==> src/rtl/pipe_hazard_ctrl.sv <==
`default_nettype none
// ============================================================================
// Module   : pipe_hazard_ctrl
// Purpose  : Pipeline hazard controller that sequences the flush window after a
//            redirect, arbitrates stalls and runs a hold-timeout watchdog.
//            Optional macro PIPE_HAZARD_STAT_EN adds flush/stall cycle counters.
// Revision : 1.0 - initial release
// ============================================================================
module pipe_hazard_ctrl #(
    parameter int FLUSH_CYCLES = 2,
    parameter int HOLD_TIMEOUT = 255
) (
    input  logic        clk,
    input  logic        rst,
    input  logic        jump_en_i,
    input  logic [31:0] jump_addr_i,
    input  logic        hold_ex_i,
    input  logic        bus_wait_i,
    output logic        jump_en_o,
    output logic [31:0] jump_addr_o,
    output logic        hold_pc_o,
    output logic        hold_if_id_o,
    output logic        hold_id_ex_o,
    output logic        flush_if_id_o,
    output logic        flush_id_ex_o,
    output logic        hold_err_o
`ifdef PIPE_HAZARD_STAT_EN
    ,
    output logic [31:0] flush_cnt_total_o,
    output logic [31:0] stall_cnt_total_o
`endif
);

    localparam logic [1:0] c_st_run   = 2'd0;
    localparam logic [1:0] c_st_flush = 2'd1;
    localparam logic [1:0] c_st_hold  = 2'd2;

    localparam logic [2:0] c_flush_load   = 3'(FLUSH_CYCLES - 1);
    localparam logic [7:0] c_hold_timeout = 8'(HOLD_TIMEOUT);

    logic [1:0] r_state;
    logic [1:0] w_state_nxt;
    logic [2:0] r_flush_cnt;
    logic [2:0] w_flush_cnt_nxt;
    logic [7:0] r_hold_cnt;
    logic [7:0] w_hold_cnt_nxt;
    logic [7:0] w_hold_cnt_inc;
    logic       r_hold_err;
    logic       w_hold_err_nxt;
    logic       w_run_like;

    logic        w_jump_en;
    logic [31:0] w_jump_addr;
    logic        w_hold_pc;
    logic        w_hold_if_id;
    logic        w_hold_id_ex;
    logic        w_flush_if_id;
    logic        w_flush_id_ex;

    // The HOLD exit cycle (hold_ex_i dropped) arbitrates exactly like RUN.
    assign w_run_like     = (r_state != c_st_flush) && !((r_state == c_st_hold) && hold_ex_i);
    assign w_hold_cnt_inc = (r_hold_cnt == 8'hFF) ? r_hold_cnt : r_hold_cnt + 8'd1;

    always_ff @(posedge clk) begin
        if (!rst) begin
            r_state     <= c_st_run;
            r_flush_cnt <= 3'd0;
            r_hold_cnt  <= 8'd0;
            r_hold_err  <= 1'b0;
        end else begin
            r_state     <= w_state_nxt;
            r_flush_cnt <= w_flush_cnt_nxt;
            r_hold_cnt  <= w_hold_cnt_nxt;
            r_hold_err  <= w_hold_err_nxt;
        end
    end

    always_comb begin
        w_state_nxt     = r_state;
        w_flush_cnt_nxt = r_flush_cnt;
        w_hold_cnt_nxt  = r_hold_cnt;
        w_hold_err_nxt  = r_hold_err;
        if (w_run_like) begin
            w_state_nxt    = c_st_run;
            w_hold_cnt_nxt = 8'd0;
            if (jump_en_i) begin
                if (FLUSH_CYCLES > 1) begin
                    w_state_nxt     = c_st_flush;
                    w_flush_cnt_nxt = c_flush_load;
                end
            end else if (hold_ex_i) begin
                w_state_nxt    = c_st_hold;
                w_hold_cnt_nxt = 8'd1;
                if (c_hold_timeout <= 8'd1) begin
                    w_hold_err_nxt = 1'b1;
                end
            end
        end else if (r_state == c_st_flush) begin
            // Flush window advances even while the fetch bus stalls.
            if (r_flush_cnt <= 3'd1) begin
                w_state_nxt     = c_st_run;
                w_flush_cnt_nxt = 3'd0;
            end else begin
                w_flush_cnt_nxt = r_flush_cnt - 3'd1;
            end
        end else begin
            w_hold_cnt_nxt = w_hold_cnt_inc;
            if (w_hold_cnt_inc >= c_hold_timeout) begin
                w_hold_err_nxt = 1'b1;
            end
        end
    end

    always_comb begin
        w_jump_en     = 1'b0;
        w_jump_addr   = 32'd0;
        w_hold_pc     = 1'b0;
        w_hold_if_id  = 1'b0;
        w_hold_id_ex  = 1'b0;
        w_flush_if_id = 1'b0;
        w_flush_id_ex = 1'b0;
        if (r_state == c_st_flush) begin
            w_flush_if_id = 1'b1;
            w_flush_id_ex = 1'b1;
            w_hold_pc     = bus_wait_i;
        end else if (!w_run_like) begin
            w_hold_pc    = 1'b1;
            w_hold_if_id = 1'b1;
            w_hold_id_ex = 1'b1;
        end else if (jump_en_i) begin
            w_jump_en     = 1'b1;
            w_jump_addr   = jump_addr_i;
            w_flush_if_id = 1'b1;
            w_flush_id_ex = 1'b1;
        end else if (hold_ex_i) begin
            w_hold_pc    = 1'b1;
            w_hold_if_id = 1'b1;
            w_hold_id_ex = 1'b1;
        end else if (bus_wait_i) begin
            w_hold_pc     = 1'b1;
            w_hold_if_id  = 1'b1;
            w_flush_id_ex = 1'b1;
        end
    end

    assign jump_en_o     = w_jump_en;
    assign jump_addr_o   = w_jump_addr;
    assign hold_pc_o     = w_hold_pc;
    assign hold_if_id_o  = w_hold_if_id & ~w_flush_if_id;
    assign hold_id_ex_o  = w_hold_id_ex & ~w_flush_id_ex;
    assign flush_if_id_o = w_flush_if_id;
    assign flush_id_ex_o = w_flush_id_ex;
    assign hold_err_o    = r_hold_err;

`ifdef PIPE_HAZARD_STAT_EN
    logic [31:0] r_flush_total;
    logic [31:0] r_stall_total;

    always_ff @(posedge clk) begin
        if (!rst) begin
            r_flush_total <= 32'd0;
            r_stall_total <= 32'd0;
        end else begin
            r_flush_total <= r_flush_total + {31'd0, w_flush_id_ex};
            r_stall_total <= r_stall_total + {31'd0, w_hold_pc};
        end
    end

    assign flush_cnt_total_o = r_flush_total;
    assign stall_cnt_total_o = r_stall_total;
`endif

endmodule
`default_nettype wire

==> config.mk <==
export PLATFORM = sky130hd
export DESIGN_NAME = pipe_hazard_ctrl
export DESIGN_NICKNAME = d
export VERILOG_FILES = /design/src/rtl/pipe_hazard_ctrl.sv
export SDC_FILE = /design/constraint.sdc
export NUM_CORES = 1
export LEC_CHECK = 0
export BUFFER_PORTS_ARGS = -buffer_cell sky130_fd_sc_hd__buf_2
export CAP_MARGIN = 20
export CORE_MARGIN = 2
export CORE_UTILIZATION = 41
export DETAILED_ROUTE_END_ITERATION = 16
export GPL_TIMING_DRIVEN = 0
export PLACE_DENSITY_LB_ADDON = 0.08
export SLEW_MARGIN = 10
export SYNTH_ARGS = -nofsm -noshare
export SYNTH_HDL_FRONTEND = slang
export SYNTH_SLANG_ARGS = --single-unit
==> constraint.sdc <==
create_clock -name clk -period 2.5 [get_ports clk]
set_clock_uncertainty 0.2 [all_clocks]
set_input_delay 0.5 -clock clk [delete_from_list [all_inputs] [get_ports clk]]
set_output_delay 0.5 -clock clk [all_outputs]
set_load 0.1 [all_outputs]
==> impl_metrics.csv, run 1 <==
group,metric,value,unit
yosys,async_flop_share,0,%
detailed_routing,remaining_drc_errors,0,
clock_tree,cts_tree,"yes",
timing,finalCritPeriodShare,99.5,%
floorplan,core_area,0.00252,sq mm
detailed_routing,wirelength,5390,um
critical_path,crit_required,1.80,ns
power,p_per_area,467,mW/mm^2
status,outcome,"completed",
critical_path,path_class,"reg2out",
yosys,postSynthCellCount,151,
clock_tree,clkTransAtPathRegs,0.09,ns
floorplan,dieArea,0.00315,sq mm
critical_path,crit_path_max_fanout,10,
detailed_routing,drt-pass1-iter-count,7,
global_routing,grt_pass1_vias,1478,
layout,areaGrowthSynthToFinish,88.1,%
min_path,hp-start,"hold_err_o$_SDFFE_PN0P_",
layout,final_util,82.9,%
critical_path,rr_startpoint,"r_hold_cnt[0]$_SDFFE_PN0P_",
timing,grt_setup_unrepaired,"yes",
global_routing,grt_pass1_wl,7060,um
timing,hold_viol_final,0,
clock_tree,ctsLongestPathBuffers,2,
clock_tree,cts_setup_buffers,0,
floorplan,num_io_pins,76,
yosys,avgSynthCellArea,7.37,sq um
placement,placed_cell_area,0.00160,sq mm
yosys,synth_top_area_share,25.2,%
critical_path,worstReg2RegEnd,"hold_err_o$_SDFFE_PN0P_",
yosys,synth_top_area_cell,"dfxtp_1",
yosys,synth_seq_cells,14,
detailed_routing,wl_met3,610,um
power,leakage,0.000902,uW
floorplan,start_util,44.1,%
clock_tree,clk_latency,0.28,ns
layout,antenna_cells,0,
global_routing,antenna_found_initial,0,
clock_tree,clock-sinks,14,
layout,fin_area,0.00209,sq mm
detailed_routing,dr_wl_met2,2600,um
yosys,synthTopCellsByArea,"dfxtp_1 (25%), and2_1 (18%), o21ai_0 (6.3%), a21oi_1 (4.9%), nand2_1 (3.4%)",
detailed_routing,initialDrtViolationCount,97,
job,max-cap-violations,0,
layout,design.final.nets,270,
clock_tree,cts_root_buffer,"clkbuf_4",
yosys,syn_area,0.00111,sq mm
yosys,synth_flop_cell,"dfxtp_1",
placement,io_buffers,75,
floorplan,die_w,56.1,um
critical_path,cp.arrival,1.79,ns
critical_path,ff2ff_path_depth,5,
yosys,synth_most_common_cell,"and2_1",
min_path,min_path_cells,1,
yosys,yosys_warnings,0,
layout,drive_above_1_share,56.8,%
detailed_routing,antenna_left,0,
yosys,synth-edff-count,0,
global_routing,grt_max_degree,11,
detailed_routing,wl_per_cell,20.8,um
floorplan,die_h,56.1,um
yosys,synth_seq_area_share,25.2,%
placement,hpwlAfterDp,2700,um
power,max-vdd-ir-drop,0.401,mV
clock_tree,cts_buffers,3,
timing,fin_crit,2.49,ns
detailed_routing,vias,1569,
timing,clock.fmax,402,MHz
clock_tree,cts_hold_buf,0,
timing,slew-limit-headroom,67.4,%
min_path,hold_class,"reg2reg",
global_routing,grt_overflow,0,
timing,finalSetupViolations,0,
detailed_routing,top_layer,"met4",
yosys,synth.distinct_cells,41,
timing,slew_violations,0,
yosys,yosys-top-cells-count,"and2_1 (32), dfxtp_1 (14), o21ai_0 (14), a21oi_1 (11)",
critical_path,worst_setup_path_start_kind,"flop",
placement,routabilityCongestion,0.913,
floorplan,rows,18,
detailed_routing,wl_met1,1900,um
timing,worst_pin_slew,0.493,ns
detailed_routing,via_per_inst,6.06,
min_path,holdPathEnd,"hold_err_o$_SDFFE_PN0P_",
critical_path,worstSetupEndpointType,"primary output",
yosys,synth_fp_nets,190,
global_routing,grtUsageTotal,28.3,%
critical_path,rrSetupSlack,0.32,ns
clock_tree,cts_max_level,1,
power,total_power,976,uW
timing,finalSetupTns,0,ns
-- per-stage QoR --
stage | setup WS [ns] | hold slack [ns] | cells
floorplan | -0.118 | 0.250 | 151
global placement | -0.188 | 0.250 | 256
detailed placement | -0.225 | 0.267 | 256
CTS | 0.0107 | 0.286 | 259
global route | -0.0617 | 0.327 | 259
finish | 0.0119 | 0.305 | 259
-- registers in the layout, indices dropped and copies added, names as in the netlist --
signal	count
r_flush_cnt	3
r_hold_cnt	8
hold_err_o	1
r_state	2
-- layout make-up --
cell class / count / area (sq um)
multi-input cells: 121 / 822
repair buffers: 75 / 821
fillers: 127 / 430
flip-flops and latches: 14 / 285
plain buffers: 8 / 70.1
well taps: 30 / 37.5
inverters: 8 / 33.8
clock buffers: 3 / 22.5
-- cell usage in the layout (no fill, tap or decap), types with 2 or more instances in the layout --
cell and count:
buf_2 43, and2_2 30, buf_12 29, o21ai_0 13, dfxtp_1 12, a21oi_1 11
nand2_1 10, clkbuf_4 9, nor2_1 8, inv_1 5, nand3_1 5, nor3_1 4
and2_1 3, o211ai_1 3, nand2b_1 2, clkbuf_8 2, nand3_2 2, nor2_4 2
and3b_1 2, a32o_1 2, a31oi_1 2, ha_1 2
-- cells by family after synthesis --
family                     after synthesis  synth area share, %
AOI/OAI and AO/OA                       39                 22.0
muxes                                    1                 1.01
DFF                                     14                 25.2
buffers and inverters                   16                 8.10
adders and majority gates                2                 2.25
and+or+nand+nor                         79                 41.4
-- power by group --
part           internal [uW]  leakage, uW  switching [uW]
combinational            191     0.000774             416
sequential               227     0.000115            6.59
clock                   55.8    0.0000138            79.9
total                    474     0.000902             503
-- worst max path at each step --
stage	start	endpoint	slack, ns
6_report	r_state[1]$_SDFFE_PN0P_	jump_addr_o[18]	0.01
5_1_grt	r_state[1]$_SDFFE_PN0P_	jump_addr_o[18]	-0.06
4_1_cts	r_state[1]$_SDFFE_PN0P_	jump_addr_o[0]	0.01
3_5_place_dp	hold_ex_i	jump_addr_o[2]	-0.23
3_3_place_gp	hold_ex_i	jump_addr_o[19]	-0.19
2_1_floorplan	r_state[0]$_SDFFE_PN0P_	jump_addr_o[22]	-0.12
-- per-layer routing --
| layer | vias to the layer above | global-route usage [%] |
|---|---|---|
| li1 | 687 | - |
| met1 | 702 | 35.2 |
| met2 | 148 | 49.1 |
| met3 | 32 | 4.88 |
| met4 | 0 | 8.84 |
| met5 | - | 0 |
-- repair_timing --
action,in CTS,in global routing
gates resized for setup,92,41
setup endpoints to repair,33,33
pin swaps,0,0
-- worst max-delay path, cell delays in order, from the launching register on --
cell and delay, ns:
dfxtp_4 0.38, nand2b_1 0.12, clkbuf_8 0.17, nand3_2 0.12, inv_2 0.13, clkbuf_4 0.20, and2_2 0.20, buf_12 0.18
Power figures use the tool's default switching activity.
==> run 2: changes to the inputs <==
--- a/config.mk
+++ b/config.mk
@@ -5,10 +5,10 @@
 export SDC_FILE = /design/constraint.sdc
 export NUM_CORES = 1
 export LEC_CHECK = 0
+export ABC_AREA = 1
 export BUFFER_PORTS_ARGS = -buffer_cell sky130_fd_sc_hd__buf_2
 export CAP_MARGIN = 20
-export CORE_MARGIN = 2
-export CORE_UTILIZATION = 41
+export CORE_UTILIZATION = 29
 export DETAILED_ROUTE_END_ITERATION = 16
 export GPL_TIMING_DRIVEN = 0
 export PLACE_DENSITY_LB_ADDON = 0.08
==> impl_metrics.csv, run 2 <==
group,metric,value,unit
yosys,avgSynthCellArea,5.46,sq um
yosys,synth_fp_nets,243,
clock_tree,cts_tree,"yes",
yosys,yosys_warnings,0,
global_routing,antenna_found_initial,0,
min_path,hold_class,"reg2reg",
job,max-cap-violations,0,
timing,hold_viol_final,0,
layout,final_cell_mix,"nand2_1 (70), buf_2 (42), buf_4 (36), nor2_4 (32), inv_1 (17)",
yosys,synth_top_area_share,25.2,%
critical_path,cp.arrival,1.69,ns
power,p_per_area,516,mW/mm^2
critical_path,ff2ff_path_depth,9,
clock_tree,cts_setup_buffers,0,
detailed_routing,antenna_left,0,
clock_tree,cts_buffers,3,
yosys,syn_area,0.00111,sq mm
critical_path,rr_startpoint,"r_hold_cnt[1]$_SDFFE_PN0P_",
yosys,synth_most_common_cell,"nand2_1",
detailed_routing,drt-pass1-iter-count,4,
yosys,async_flop_share,0,%
floorplan,core_area,0.00366,sq mm
yosys,synth_simple_gate_area_share,51.1,%
placement,placed_cell_area,0.00183,sq mm
global_routing,grt_pass1_vias,1361,
floorplan,die_w,64.0,um
layout,num-fill-cells,376,
clock_tree,clock-sinks,14,
critical_path,worstReg2RegEnd,"hold_err_o$_SDFFE_PN0P_",
global_routing,grt_pass1_wl,5570,um
timing,layout_setup_ws,0.108,ns
clock_tree,cts_max_level,1,
yosys,synth_seq_cells,14,
global_routing,grtUsageTotal,17.0,%
yosys,synthXorXnorAreaFrac,1.57,%
yosys,synth_flop_cell,"dfxtp_1",
critical_path,worstSetupEndpointType,"primary output",
critical_path,worst_setup_path_start_kind,"flop",
yosys,synthTopCellsByArea,"dfxtp_1 (25%), nand2_1 (24%), nor2_1 (16%), inv_1 (6.4%), nand3_1 (5.4%)",
detailed_routing,initialDrtViolationCount,48,
layout,top_regs,"r_hold_cnt (8), r_flush_cnt (3), r_state (2)",
power,leakage,0.000916,uW
critical_path,path_class,"reg2out",
timing,worst_pin_slew,0.506,ns
detailed_routing,via_per_inst,4.43,
clock_tree,ctsLongestPathBuffers,2,
floorplan,dieArea,0.00409,sq mm
placement,io_buffers,74,
timing,finalSetupTns,0,ns
timing,fin_crit,2.39,ns
floorplan,num_io_pins,76,
power,max-vdd-ir-drop,0.235,mV
placement,routabilityCongestion,0.763,
detailed_routing,wl_per_cell,10.1,um
yosys,synth_mux_area_share,0,%
detailed_routing,vias,1462,
yosys,synth-edff-count,0,
yosys,yosys-top-cells-count,"nand2_1 (71), nor2_1 (46), inv_1 (19), dfxtp_1 (14), nand3_1 (12)",
yosys,synth.distinct_cells,25,
timing,slew_violations,0,
critical_path,crit_required,1.80,ns
yosys,synth_top_area_cell,"dfxtp_1",
layout,final_common_cell,"nand2_1",
min_path,min_path_cells,2,
layout,fin_area,0.00198,sq mm
floorplan,die_h,64.0,um
timing,slew-limit-headroom,66.3,%
timing,grt_setup_unrepaired,"yes",
detailed_routing,wirelength,3320,um
global_routing,grt_max_degree,11,
timing,finalSetupViolations,0,
layout,final_util,54.1,%
layout,antenna_cells,0,
yosys,postSynthCellCount,204,
min_path,hp-start,"hold_err_o$_SDFFE_PN0P_",
detailed_routing,remaining_drc_errors,0,
yosys,synth_compound_area_share,9.66,%
clock_tree,clkTransAtPathRegs,0.06,ns
placement,dp_slack,-0.102,ns
yosys,synth_seq_area_share,25.2,%
placement,hpwlAfterDp,2670,um
critical_path,crit_path_max_fanout,10,
global_routing,grt_overflow,0,
min_path,holdPathEnd,"hold_err_o$_SDFFE_PN0P_",
layout,design.final.nets,322,
clock_tree,clk_latency,0.25,ns
yosys,synth_top_family_by_area,"simple AND/OR/NAND/NOR gates",
layout,areaGrowthSynthToFinish,78.0,%
yosys,synth_fa_ha_area_share,2.25,%
layout,top_register,"r_hold_cnt",
power,total_power,1020,uW
critical_path,rrSetupSlack,0.77,ns
floorplan,rows,22,
floorplan,start_util,30.4,%
timing,finalCritPeriodShare,95.7,%
layout,largest_reg_flops,8,
layout,drive_above_1_share,47.2,%
clock_tree,cts_root_buffer,"clkbuf_8",
status,outcome,"completed",
timing,clock.fmax,418,MHz
-- run 2: cell types whose count changed after synthesis, sizes merged, moves of 2 or more --
cell,change
a32o,-2
and3b,-2
nand3,+6
and2,-33
nand2,+64
nor3,-4
o211ai,-3
o21ai,-10
nand2b,-2
inv,+13
xor2,+2
nor2,+39
-- run 2: per-stage QoR --
stage | instances | hold slack (ns)
floorplan | 204 | 0.250
global placement | 326 | 0.247
detailed placement | 326 | 0.254
CTS | 330 | 0.263
global route | 330 | 0.288
finish | 330 | 0.262
-- run 2: report_power, final --
group	total, uW	internal (uW)	leakage, uW	switching, uW
registers	230	228	0.000114	2.36
clock network	221	140	0.0000288	81.0
logic	573	126	0.000774	447
-- run 2: cells by family after synthesis --
kind of cell / count (synthesis)
buffers and inverters: 29
adder cells (fa/ha/maj): 2
AND/OR/NAND/NOR: 138
AO/OA/AOI/OAI: 19
XOR/XNOR: 2
flip-flops: 14
-- run 2: layer usage --
metal,vias up,track usage [%],part of all wire [%]
met5,-,0,0
met2,55,27.7,46
met3,8,3.75,8.0
met4,0,9.38,2.2
met1,617,20.5,44
li1,782,-,-
-- run 2: worst max-delay path by stage --
stage / from / to / slack (ns) / depth (start not counted)
after global placement: hold_ex_i / jump_addr_o[8] / -0.1 / 6
after global routing: r_state[0]$_SDFFE_PN0P_ / jump_addr_o[26] / -0.005 / 6
after CTS: r_state[0]$_SDFFE_PN0P_ / hold_pc_o / 0.006 / 9
final: r_state[0]$_SDFFE_PN0P_ / jump_addr_o[8] / 0.11 / 6
after detailed placement: hold_ex_i / jump_addr_o[8] / -0.10 / 6
after floorplan: jump_en_i / hold_pc_o / -0.33 / 7
-- run 2: final cells by class --
type,instances,area (sq um),area share (%)
Sequential cell,14,280,14.1
Tap cell,48,60.1,3.03
Multi-Input combinational cell,161,1010,50.8
Buffer,9,47.5,2.40
Inverter,20,78.8,3.98
Timing Repair Buffer,74,453,22.9
Clock buffer,4,55.1,2.78
-- run 2: repair_timing --
action                     CTS  global route
gates resized for setup     38             2
setup endpoints to repair   33            33
hold buffers                 0             0
-- run 2: critical path, cell delays in order (launching register included) --
cell and delay (ns):
dfxtp_1 0.29, inv_1 0.07, nand3_1 0.22, nand2_2 0.25, buf_4 0.32, nor2_4 0.05, buf_4 0.23
==> run 3: changes to the inputs <==
--- a/config.mk
+++ b/config.mk
@@ -11,7 +11,8 @@
 export CORE_UTILIZATION = 29
 export DETAILED_ROUTE_END_ITERATION = 16
 export GPL_TIMING_DRIVEN = 0
-export PLACE_DENSITY_LB_ADDON = 0.08
+export PLACE_DENSITY = 0.69
+export SKIP_CTS_REPAIR_TIMING = 1
 export SLEW_MARGIN = 10
 export SYNTH_ARGS = -nofsm -noshare
 export SYNTH_HDL_FRONTEND = slang
==> impl_metrics.csv, run 3 (synthesized netlist as in run 2, its figures left out) <==
group,metric,value,unit
critical_path,rrSetupSlack,0.81,ns
timing,finalCritPeriodShare,98.2,%
timing,layout_setup_ws,0.0454,ns
placement,dp_slack,-0.105,ns
floorplan,die_h,64.0,um
clock_tree,cts_tree,"yes",
min_path,holdPathEnd,"hold_err_o$_SDFFE_PN0P_",
critical_path,worstReg2RegEnd,"hold_err_o$_SDFFE_PN0P_",
timing,slew-limit-headroom,67.3,%
global_routing,grt_overflow,0,
timing,worst_pin_slew,0.494,ns
layout,top_regs,"r_hold_cnt (8), r_flush_cnt (3), r_state (2)",
clock_tree,clkTransAtPathRegs,0.05,ns
min_path,hold_class,"reg2reg",
power,comb_power_share,59.5,%
floorplan,start_util,30.4,%
floorplan,dieArea,0.00409,sq mm
placement,routabilityCongestion,0.832,
layout,num-fill-cells,346,
critical_path,rr_startpoint,"r_hold_cnt[0]$_SDFFE_PN0P_",
global_routing,grt_pass1_vias,1231,
detailed_routing,vias,1474,
placement,hpwlAfterDp,2580,um
placement,place_inst,326,
placement,io_buffers,74,
power,max-vdd-ir-drop,0.282,mV
layout,top_register,"r_hold_cnt",
clock_tree,ctsLongestPathBuffers,2,
timing,finalSetupViolations,0,
clock_tree,cts_max_level,1,
power,swShare,52.4,%
critical_path,ff2ff_path_depth,9,
clock_tree,clk_latency,0.24,ns
layout,largest_reg_flops,8,
min_path,min_path_cells,2,
power,seqPwrFrac,22.8,%
critical_path,cp.arrival,1.75,ns
status,outcome,"completed",
critical_path,path_class,"reg2out",
power,leakage,0.000937,uW
layout,final_cells,329,
layout,areaGrowthSynthToFinish,87.1,%
clock_tree,clock-sinks,14,
min_path,hp-start,"hold_err_o$_SDFFE_PN0P_",
layout,antenna_cells,0,
detailed_routing,wirelength,3350,um
global_routing,grt_pass1_wl,5100,um
power,p_clk_share,17.6,%
timing,fin_crit,2.45,ns
power,p_int,480,uW
floorplan,core_area,0.00366,sq mm
layout,final_cell_mix,"nand2_1 (70), buf_2 (42), nor2_4 (32), buf_6 (30), inv_1 (18)",
global_routing,antenna_found_initial,0,
timing,hold_viol_final,0,
detailed_routing,wl_per_cell,10.2,um
layout,design.final.nets,322,
floorplan,num_io_pins,76,
global_routing,grtUsageTotal,15.6,%
floorplan,die_w,64.0,um
critical_path,worstSetupEndpointType,"primary output",
power,total_power,1010,uW
critical_path,worst_setup_path_start_kind,"flop",
timing,grt_setup_unrepaired,"yes",
timing,clock.fmax,407,MHz
detailed_routing,antenna_left,0,
global_routing,grt_max_degree,11,
detailed_routing,drt-pass1-iter-count,4,
power,switchingPower,529,uW
job,max-cap-violations,0,
floorplan,rows,22,
critical_path,crit_path_max_fanout,5,
layout,drive_above_1_share,46.3,%
detailed_routing,via_per_inst,4.48,
layout,final_common_cell,"nand2_1",
timing,slew_violations,0,
critical_path,crit_required,1.80,ns
detailed_routing,initialDrtViolationCount,46,
power,p_per_area,484,mW/mm^2
detailed_routing,remaining_drc_errors,0,
clock_tree,cts_buffers,3,
clock_tree,cts_root_buffer,"clkbuf_8",
-- run 3: per-layer routing --
layer | wire (um) | GRT usage (%) | share of wire [%] | vias up
li1 | - | - | - | 783
met1 | 1340 | 17.8 | 40 | 633
met2 | 1730 | 28.5 | 52 | 52
met3 | 214 | 2.86 | 6.4 | 6
met4 | 59 | 5.97 | 1.8 | 0
met5 | 0 | 0 | 0 | -
-- run 3: through the flow --
step	TNS [ns]	hold WS, ns	util [%]	cell area [sq um]
2_1_floorplan	-0.452	0.250	-	1400
3_3_place_gp	-2.14	0.251	50.0	1830
3_5_place_dp	-2.70	0.253	50.0	1830
4_1_cts	-3.93	0.262	51.1	1870
5_1_grt	-0.0256	0.295	56.9	2080
6_report	0	0.261	56.9	2080
-- run 3: worst max-delay path by stage --
stage / from / to / slack, ns
finish: r_state[0]$_SDFFE_PN0P_ / hold_pc_o / 0.05
global route: r_state[0]$_SDFFE_PN0P_ / hold_pc_o / -0.02
CTS: r_state[0]$_SDFFE_PN0P_ / jump_addr_o[20] / -0.14
detailed placement: hold_ex_i / jump_addr_o[20] / -0.11
global placement: hold_ex_i / jump_addr_o[20] / -0.09
floorplan: jump_en_i / hold_pc_o / -0.33
-- run 3: layout make-up --
type / count / area (sq um) / area share [%]
buffer: 9 / 47.5 / 2.28
tap: 48 / 60.1 / 2.88
timing repair buffer: 74 / 566 / 27.1
inverter: 20 / 78.8 / 3.78
sequential: 14 / 280 / 13.5
clock buffer: 3 / 41.3 / 1.98
multi-input combinational: 161 / 1010 / 48.5
-- run 3: power groups by stage --
stage	sequential [uW]	combinational (uW)	clock (uW)
after floorplan	234	466	0
after global placement	235	545	0
after detailed placement	235	547	0
after CTS	230	548	184
after global routing	231	624	193
final	230	600	178
-- run 3: critical path, cell delays in order (launching register included) --
cell      delay (ns)
dfxtp_1         0.29
inv_1           0.06
nor2_1          0.05
inv_1           0.24
nand3_1         0.18
nand2_4         0.12
inv_1           0.09
o31ai_4         0.06
o21bai_4        0.16
buf_6           0.24
